$ cat config.mk
export PLATFORM = sky130hd
export DESIGN_NAME = div32_seq
export DESIGN_NICKNAME = d
export VERILOG_FILES = /design/src/rtl/div32_seq.sv
export SDC_FILE = /design/constraint.sdc
export NUM_CORES = 1
export LEC_CHECK = 0
export ABC_AREA = 0
export BUFFER_PORTS_ARGS = -buffer_cell sky130_fd_sc_hd__buf_2
export CAP_MARGIN = 30
export CORE_ASPECT_RATIO = 1.25
export CORE_MARGIN = 3
export CORE_UTILIZATION = 54
export DETAILED_ROUTE_END_ITERATION = 7
export PLACE_DENSITY = 0.76
export RECOVER_POWER = 50
export SLEW_MARGIN = 20
export SYNTH_ARGS = -nofsm -noshare
export SYNTH_HDL_FRONTEND = slang
export SYNTH_SLANG_ARGS = --single-unit
$ cat constraint.sdc
create_clock -name clk -period 4.85 [get_ports clk]
set_input_delay 1.455 -clock clk [delete_from_list [all_inputs] [get_ports clk]]
set_output_delay 1.455 -clock clk [all_outputs]
set_load 0.02 [all_outputs]
$ cat src/rtl/div32_seq.sv
// Iterative restoring divider for DIV/DIVU: one quotient bit per clock, with a
// start/busy/ready handshake so the execute stage can stall on the result.
module div32_seq #(
    parameter int WIDTH = 32
) (
    input  logic             clk,
    input  logic             clrn,
    input  logic             start,
    input  logic             sign,
    input  logic [WIDTH-1:0] dividend,
    input  logic [WIDTH-1:0] divisor,
    output logic [WIDTH-1:0] q,
    output logic [WIDTH-1:0] r,
    output logic             busy,
    output logic             ready,
    output logic             dz
);

    localparam int CNT_W = $clog2(WIDTH) + 1;

    typedef enum logic [1:0] {
        IDLE = 2'd0,
        RUN  = 2'd1,
        FIX  = 2'd2
    } state_t;

    state_t           state;
    logic [CNT_W-1:0] count;
    logic             neg_q;
    logic             neg_r;
    logic             zero;
    logic [WIDTH-1:0] dvs;
    logic [WIDTH-1:0] rem;
    logic [WIDTH-1:0] quo;
    logic [WIDTH-1:0] raw;

    logic [WIDTH:0]   shifted;
    logic [WIDTH+1:0] trial;
    logic             carry;
    logic             unused_trial;

    function automatic logic [WIDTH-1:0] negate(input logic [WIDTH-1:0] x);
        return ~x + WIDTH'(1);
    endfunction

    function automatic logic [WIDTH-1:0] magnitude(input logic [WIDTH-1:0] x,
                                                   input logic s);
        return (s && x[WIDTH-1]) ? negate(x) : x;
    endfunction

    // Trial subtraction in adder form; the carry-out says the shifted remainder covers the divisor.
    assign shifted      = {rem, quo[WIDTH-1]};
    assign trial        = {1'b0, shifted} + {1'b0, ~{1'b0, dvs}} + (WIDTH+2)'(1);
    assign carry        = trial[WIDTH+1];
    assign unused_trial = trial[WIDTH];

    always_ff @(posedge clk) begin
        if (!clrn) begin
            state <= IDLE;
            count <= '0;
            q     <= '0;
            r     <= '0;
            busy  <= 1'b0;
            ready <= 1'b0;
            dz    <= 1'b0;
        end else begin
            ready <= 1'b0;
            case (state)
                IDLE: begin
                    if (start) begin
                        neg_q <= sign & (dividend[WIDTH-1] ^ divisor[WIDTH-1]);
                        neg_r <= sign & dividend[WIDTH-1];
                        zero  <= (divisor == '0);
                        dvs   <= magnitude(divisor, sign);
                        quo   <= magnitude(dividend, sign);
                        rem   <= '0;
                        raw   <= dividend;
                        count <= '0;
                        busy  <= 1'b1;
                        state <= RUN;
                    end
                end
                RUN: begin
                    rem   <= carry ? trial[WIDTH-1:0] : shifted[WIDTH-1:0];
                    quo   <= {quo[WIDTH-2:0], carry};
                    count <= count + CNT_W'(1);
                    if (count == CNT_W'(WIDTH - 1)) begin
                        state <= FIX;
                    end
                end
                FIX: begin
                    if (zero) begin
                        q  <= '1;
                        r  <= raw;
                        dz <= 1'b1;
                    end else begin
                        q  <= neg_q ? negate(quo) : quo;
                        r  <= neg_r ? negate(rem) : rem;
                        dz <= 1'b0;
                    end
                    ready <= 1'b1;
                    busy  <= 1'b0;
                    state <= IDLE;
                end
                default: begin
                    state <= IDLE;
                    busy  <= 1'b0;
                end
            endcase
        end
    end

endmodule

== Word-level counts from Yosys, hierarchy flattened ==
Index checks and enable logic that the tools add are counted.

* Input port bits: 68
* Memories kept: 0
* ROM bits: 0
* Flip-flop bits (word level): 206
* Bits in latches: 0
* RAM bits: 0
* Word-level logic and storage cells: 65

* $mul: 0
* Shifts and indexed selects: 0
* Reduce and logical (&&, ||, !) cells: 10
* Div/mod/pow operators: 0
* Bitwise logic cells: 9
* Multiplexer cells: 20
* $lt $le $gt $ge: 0
* $add $sub $neg: 7
* Equality and inequality tests: 5

{| class="wikitable"
|+ Operators by type and width
! kind !! count
|-
| two-way mux 32 bit || 9
|-
| adder 32 x 1 -> 32 bit (second input constant) || 4
|-
| NOT 32 bit || 4
|-
| one-hot mux 32 bit (2 select lines) || 2
|-
| adder 33 x 33 -> 34 bit || 1
|-
| adder 34 x 1 -> 34 bit (second input constant) || 1
|-
| NOT 32 -> 33 bit || 1
|-
| logical NOT 32 bit || 1
|-
| one-hot mux 6 bit (2 select lines) || 1
|-
| adder 6 x 1 -> 6 bit (second input constant) || 1
|-
| == test 6 x 5 -> 1 bit (second input constant) || 1
|-
| two-way mux 6 bit || 1
|-
| AND reduction 2 bit || 3
|-
| AND reduction 3 bit || 2
|-
| two-way mux 2 bit || 2
|-
| != test 2 bit (second input constant) || 2
|-
| one-hot mux 2 bit (2 select lines) || 1
|-
| two-way mux 1 bit || 3
|-
| AND 1 bit || 2
|-
| == test 2 x 1 -> 1 bit (second input constant) || 1
|-
| == test 2 bit (second input constant) || 1
|-
| logical AND 1 bit || 2
|-
| logical NOT 2 bit || 1
|-
| one-hot mux 1 bit (2 select lines) || 1
|-
| 3 further kinds || 3
|}

== Depth between registers and ports, before layout ==
Gate-level depths: netlist of run 1.

* Word-level depth: 5
* Depth in mapped cells: 12

== Worst setup path before layout of run 1 ==
Ideal clock, no wire load.

* Path kind: input to register
* From: in clrn
* To: reg dvs[0], enable pin
* Path buffers: 1
* Stages on the path: 3
* Slack: -278 ps
* Arrival time: 4,635 ps
* Setup time: 492 ps
* Cell sequence: clkbuf_1 nand2b_1 nor2_1

* Cells in the longest elaborated chain, start to end: 1

{| class="wikitable"
|+ RTL lines
! item !! line !! text
|-
| from (decl) || 7 || <nowiki>input logic clrn,</nowiki>
|-
| AND reduction 3 bit (no line) || -- ||
|-
| to (signal assigned) || 74 || <nowiki>dvs <= magnitude(divisor, sign);</nowiki>
|-
| to (decl) || 32 || <nowiki>logic [WIDTH-1:0] dvs;</nowiki>
|}

No other way between the ends.
A chain may end at the register's enable or synchronous reset.

== Worst setup path after layout of run 1 ==
* From: in divisor[6]
* To: reg dvs[30], data pin

* Cells in the longest elaborated chain, start to end: 3

{| class="wikitable"
|+ RTL lines
! item !! line !! text
|-
| from (decl) || 11 || <nowiki>input logic [WIDTH-1:0] divisor,</nowiki>
|-
| NOT 32 bit || 43 || <nowiki>return ~x + WIDTH'(1);</nowiki>
|-
| adder 32 x 1 -> 32 bit || 43 ||
|-
| two-way mux 32 bit || 48 || <nowiki>return (s && x[WIDTH-1]) ? negate(x) : x;</nowiki>
|}

No other way between the ends.

==> qor.txt, run 1 <==
Status: finished, violations left
Failing checks: max-capacitance violations, max-slew violations
Highest routed layer: met4
Pre-Repair DR Iteration Count: 6
Die Width: 140 um
PD cells: 318 nW/um^2
Post-synthesis mux area share: 0.00502
Sequential Power Share: 0.471
Adder-cell share of the synthesized area: 0.0396
RSZ-0062 raised after global routing: no
Synth top area share: 0.322
Final count of hold timing violations: 0
Leakage: 5.31 nW
Mapped cell area: 12,200 um^2
Multi-input gate area: 6280 um^2
FF/Latch Area: 5440 um^2
Comb power frac: 0.159
Worst-path fanout max: 6
Die height: 174 um
Clk_lat worst skew: 0.51 ns
EDFF count, synth: 131
DR iter-0 viols: 830
Grt total ovfl: 0
Post-cts resize count: 0
Area leader, netlist: edfxtp_1
Area fraction in compound gates after synthesis: 0.204
CTS buffer count: 22
Crit-path slowest cell: or4_4
Worst Path Required: 5.09 ns
Clock sinks: 206
Mean routed wirelength per cell: 18.2 um
Initial core utilization: 0.559
# fillers: 1,855
Hold_buf cts: 0
Sw power: 1.18 mW
Nature of the critical path endpoint: flop
Synth Area in Simple Gates: 0.162
Critical path cell sequence: buf_2 -> or4_4 -> nor4_1 -> nand2b_2 -> or4_4 -> or3_1 -> or4_4 -> o21ai_1 -> xnor2_1
PortBufs: 134
CP arrival: 4.22 ns
Post-Syn Nets: 1,416
Finish-stage setup viols: 0
Synth cell count leaders: nand2_1 (148), edfxtp_1 (131), o21ai_0 (125)
Worst VDD drop: 0.298 mV
CTS tree: built
Minimum clock period: 3.98 ns
Die ar.: 24,400 um^2
Clock root buffer: clkbuf_16
Largest family of logic cells by synthesized area: compound AO/OA/AOI/OAI gates
Cell with the most instances after synthesis: nand2_1
Deepest clock path buffer count: 3
Met1 wire length: 12.5 mm
Setup_tns: 0 ns
Hpwl dp: 23.4 mm
Distinct cells, synth: 60
Layout area overhead: 12.5%
Synth area leaders: edfxtp_1 (32%), dfxtp_1 (12%), xor2_1 (5.5%)
Mapped Avg Cell Area: 9.31 um^2
Crit path buf inv count: 1
Net Sw Frac: 0.269
Vias in the first global route: 9,499
Pins Over Slew Limit: 164
NumNets Final: 1,516
Headroom to the max-slew limit: -0.750
Layout cells sized above 1: 0.0954
Clock transition at path regs: 0.06 ns
Worst hold path type: reg2reg
Period utilization: 0.821
Worst path most repeated cell: or4_4
Setup CP Type: in2reg
Synth Flop Type: edfxtp_1
Critical Path Source Type: primary input
Routed wire length: 31.1 mm
DRC errors left: 0
Top delay family on crit path: simple AND/OR/NAND/NOR gates
Largest net degree at the start of global routing: 77
Power share of the clock group: 0.370
H-Tree Level Count: 1
Num rows: 60
Io pins: 135
Met2 WL post-DR: 15.4 mm
Max incr delay on CP: 0.55 ns
Gp weighted congestion: 0.975
P_int: 3.20 mW
Worst Clk Skew: 0.0149 ns
Met3 routed WL: 1.90 mm
Xor and xnor area share after synthesis: 0.104
Post-CTS setup buffers: 0
Seq/Total Area, Yosys: 0.445
Total GRT Usage: 0.243
Worst slew pin tran: 2.62 ns
Max Clk Rate: 251 MHz
Number of antenna-violating nets in the routed design: 0
Max_cap viols: 4
Vias per std cell: 5.98
Routed vias: 10,200
Tot Pwr: 4.37 mW
Initial antenna violation count: 0
Cells after synthesis: 1,310
First-pass GRT wire length: 48.6 mm
FF+latch count, synth: 206
Yosys warns: 0
Ys async rst share: 0
Core Area: 21,800 um^2
ANT cells: 0
[power groups by stage]
stage / combinational (mW) / clock (mW) / sequential (mW)
finish: 0.693 / 1.62 / 2.06
global route: 0.770 / 1.72 / 2.07
CTS: 0.690 / 1.64 / 2.06
detailed placement: 0.685 / 0 / 2.09
global placement: 0.673 / 0 / 2.09
floorplan: 0.511 / 0 / 2.05
[per-stage QoR]
stage	utilization	instance area (um^2)	setup WS, ns	hold WS, ns	instances
floorplan	-	12200	0.778	0.436	1310
global placement	0.599	13100	0.563	0.439	1661
CTS	0.631	13800	1.04	0.450	1701
global route	0.628	13700	0.628	0.479	1705
finish	0.628	13700	0.870	0.446	1705
detailed placement	0.599	13100	0.525	0.441	1661
[layout by cell type (no fill, tap or decap), types with 50 or more instances in the layout]
cell type / Yosys / routed
dfxtp_1: 75 / 75
nor2_1: 66 / 66
xnor2_1: 68 / 68
o21ai_0: 125 / 125
inv_1: 55 / 55
nand2_1: 148 / 148
xor2_1: 77 / 77
o31ai_1: 50 / 50
clkbuf_1: 63 / 78
a21oi_1: 81 / 81
edfxtp_1: 131 / 131
buf_2: 0 / 66
[cells by family (layout without fill, tap and decap cells)]
logic type                 after synthesis  count (layout)
and+or+nand+nor                        397             397
xor gates and xnor gates               145             145
muxes                                    6               6
DFF                                    206             206
buffers and inverters                  130             246
adders and majority gates               38              38
AOI/OAI and AO/OA                      388             388
[layout make-up]
type / count / area share
multi-input cells: 974 / 0.457
flip-flops and latches: 206 / 0.396
repair buffers: 151 / 0.0552
clock buffers: 36 / 0.0495
well taps: 279 / 0.0254
inverters: 55 / 0.0150
clock inverters: 4 / 0.00155
[worst reg2reg max path, cell delays in order, from the launching register on]
cell	delay, ns
edfxtp_1	0.49
inv_1	0.10
ha_1	0.16
inv_1	0.05
fa_1	0.39
a21o_1	0.22
a221o_1	0.36
or4b_2	0.25
a31oi_1	0.17
o41ai_1	0.68
nor3_1	0.09
o41ai_1	0.46
o21ai_0	0.13
[state kept, by name, indices dropped and copies added, names as in the netlist]
name and cells:
r 32, rem 32, busy 1, dz 1, neg_r 1, count 6
ready 1, raw 32, dvs 32, state 2, q 32, zero 1
neg_q 1, quo 32
[final timing paths]
kind | from | to | slack (ns) | cells past startpoint
worst max register to register | quo[31] | rem[24] | 1.01 | 12
worst max-delay path | divisor[6] | dvs[30] | 0.87 | 9
worst min register to register | busy | busy | 0.45 | 2
worst min-delay path | busy | busy | 0.45 | 2
[per-layer routing]
layer,global-route usage,vias to the layer above
met5,0,-
met4,0.0941,0
met3,0.0311,55
met2,0.431,352
met1,0.300,4782
li1,-,5005
Power figures use the tool's default switching activity.
==> inputs of run 2 (changes only) <==
==> constraint.sdc (replaced) <==
create_clock -name clk -period 3.4 [get_ports clk]
set_input_delay 1.02 -clock clk [delete_from_list [all_inputs] [get_ports clk]]
set_output_delay 1.02 -clock clk [all_outputs]
set_load 0.02 [all_outputs]
==> qor.txt, run 2 (same netlist as run 1, synthesis figures left out) <==
Grt total ovfl: 0 (unchanged)
Finish-stage setup viols: 0 (unchanged)
PD cells: 441 nW/um^2 (+39%)
P_int: 4.60 mW (+44%)
Gp weighted congestion: 0.963 (-1.1%)
Vias in the first global route: 10,000 (+5.7%)
Core Area: 21,800 um^2 (unchanged)
Routed wire length: 32.3 mm (+3.9%)
Register-to-register setup slack: 0.11 ns (-0.90 ns)
Largest net degree at the start of global routing: 73 (-5.2%)
Minimum clock period: 3.32 ns
Mean routed wirelength per cell: 18.2 um (-0.22%)
Failing checks: max-capacitance violations, max-slew violations
CTS tree: built
Clock transition at path regs: 0.06 ns (about the same)
Initial antenna violation count: 0 (unchanged)
Worst-path fanout max: 6 (unchanged)
ANT cells: 0 (unchanged)
Comb power frac: 0.174 (+0.015)
Power share of the clock group: 0.366 (-0.004)
R2R depth: 12 (unchanged)
Layout area overhead: 17.7%
Clock sinks: 206 (unchanged)
Total GRT Usage: 0.256 (+0.0123)
Period utilization: 0.976
Final count of hold timing violations: 0 (unchanged)
Clk_lat worst skew: 0.51 ns (about the same)
Commonest cells after routing, fill and taps aside: nand2_1 (148), edfxtp_1 (131), o21ai_0 (125), buf_2 (103), a21oi_1 (81)
Initial core utilization: 0.559 (unchanged)
WHS: 0.444 ns (-0.00138 ns)
Net Sw Frac: 0.274 (+0.00518)
Hold_buf cts: 0 (unchanged)
Routed vias: 10,500 (+2.9%)
Die ar.: 24,400 um^2 (unchanged)
Pins Over Slew Limit: 134 (-18%)
Critical Path Source Type: primary input
H-Tree Level Count: 1 (unchanged)
Headroom to the max-slew limit: -0.116 (+0.633)
Layout cells sized above 1: 0.164 (+0.0690)
Sequential Power Share: 0.460 (-0.011)
Placed inst area: 13,700 um^2 (+4.6%)
Worst hold path type: reg2reg
Vias per std cell: 5.91 (-1.2%)
NumNets Final: 1,587 (+4.7%)
Most common cell after layout, fill and taps aside: nand2_1
Worst Clk Skew: 0.0183 ns (+0.00341 ns)
Nature of the critical path endpoint: flop
Setup crit end: dvs[24]
Number of antenna-violating nets in the routed design: 0 (unchanged)
RR Endpoint: rem[28]
Critical R2R Launch: quo[31]
Leakage: 5.79 nW (+9.2%)
CTS buffer count: 23 (+4.5%)
Die height: 174 um (unchanged)
Pre-Repair DR Iteration Count: 5 (-1)
First-pass GRT wire length: 51.2 mm (+5.4%)
Die Width: 140 um (unchanged)
PortBufs: 134 (unchanged)
Io pins: 135 (unchanged)
Max Clk Rate: 301 MHz
Sw power: 1.74 mW (+48%)
Worst slew pin tran: 1.67 ns (-0.950 ns)
Placed Cells: 1,733 (+4.3%)
DRC errors left: 0 (unchanged)
RSZ-0062 raised after global routing: no
Worst Path Required: 3.65 ns (-1.44 ns)
Hpwl dp: 24.0 mm (+2.5%)
Setup CP Type: in2reg
Worst VDD drop: 0.445 mV (+50%)
Num rows: 60 (unchanged)
Design Area, Final: 14,400 um^2 (+4.6%)
DR iter-0 viols: 971 (+17%)
Max_cap viols: 2 (-2)
Finished Layout Cells: 1,776 (+4.2%)
CP startpoint: divisor[6]
Deepest clock path buffer count: 3 (unchanged)
Clock root buffer: clkbuf_16
# fillers: 1,806 (-2.6%)
CP arrival: 3.57 ns (-0.65 ns)
Status: finished, violations left
==> run 2: area by class of cell <==
| type | count | area (um^2) | share of cell area |
|---|---|---|---|
| Clock inverter | 8 | 50.0 | 0.00349 |
| Timing Repair Buffer | 221 | 1320 | 0.0920 |
| Multi-Input combinational cell | 974 | 6340 | 0.442 |
| Inverter | 55 | 206 | 0.0144 |
| Clock buffer | 33 | 653 | 0.0455 |
| Sequential cell | 206 | 5440 | 0.379 |
| Tap cell | 279 | 349 | 0.0243 |
==> run 2: power by group through the flow <==
stage	Sequential, mW	Clock [mW]	Combinational (mW)
floorplan	2.93	0	0.731
global placement	2.95	0	1.08
detailed placement	2.96	0	1.10
CTS	2.90	2.35	1.11
global route	2.92	2.47	1.22
finish	2.91	2.32	1.10
==> run 2: repair_timing <==
action	CTS	global route
pin swaps	0	0
resized for setup	1	5
buffers inserted	0	1
endpoints found under the setup margin	1	9
==> run 2: worst min-delay path by stage <==
| stage | start | depth (start not counted) | to |
|---|---|---|---|
| floorplan | count[5] | 1 | state[1] |
| global placement | busy | 2 | busy |
| detailed placement | busy | 2 | busy |
| CTS | busy | 2 | busy |
| global route | busy | 2 | busy |
| finish | busy | 2 | busy |
==> run 2: metal layers <==
metal	up-vias	GRT usage	part of all wire
met5	-	0	0
met3	86	0.0297	0.063
met2	374	0.450	0.50
li1	5131	-	-
met1	4901	0.311	0.38
met4	0	0.118	0.050
==> run 2: critical path: stages <==
cell and delay (ns):
buf_6 0.09, or4_4 0.55, nor4_4 0.21, nand2b_2 0.10, or4_4 0.50, or3_4 0.34
or4_4 0.48, o31ai_4 0.19, xnor2_1 0.08
==> run 2: through the flow <==
step | worst slack, ns | power (mW) | utilization | TNS (ns)
floorplan | -0.237 | 3.66 | - | -1.04
global placement | -0.387 | 4.03 | 0.627 | -3.63
detailed placement | -0.434 | 4.06 | 0.627 | -4.97
CTS | 0.0138 | 6.37 | 0.659 | 0
global route | 0.00227 | 6.61 | 0.657 | 0
finish | 0.0823 | 6.34 | 0.657 | 0
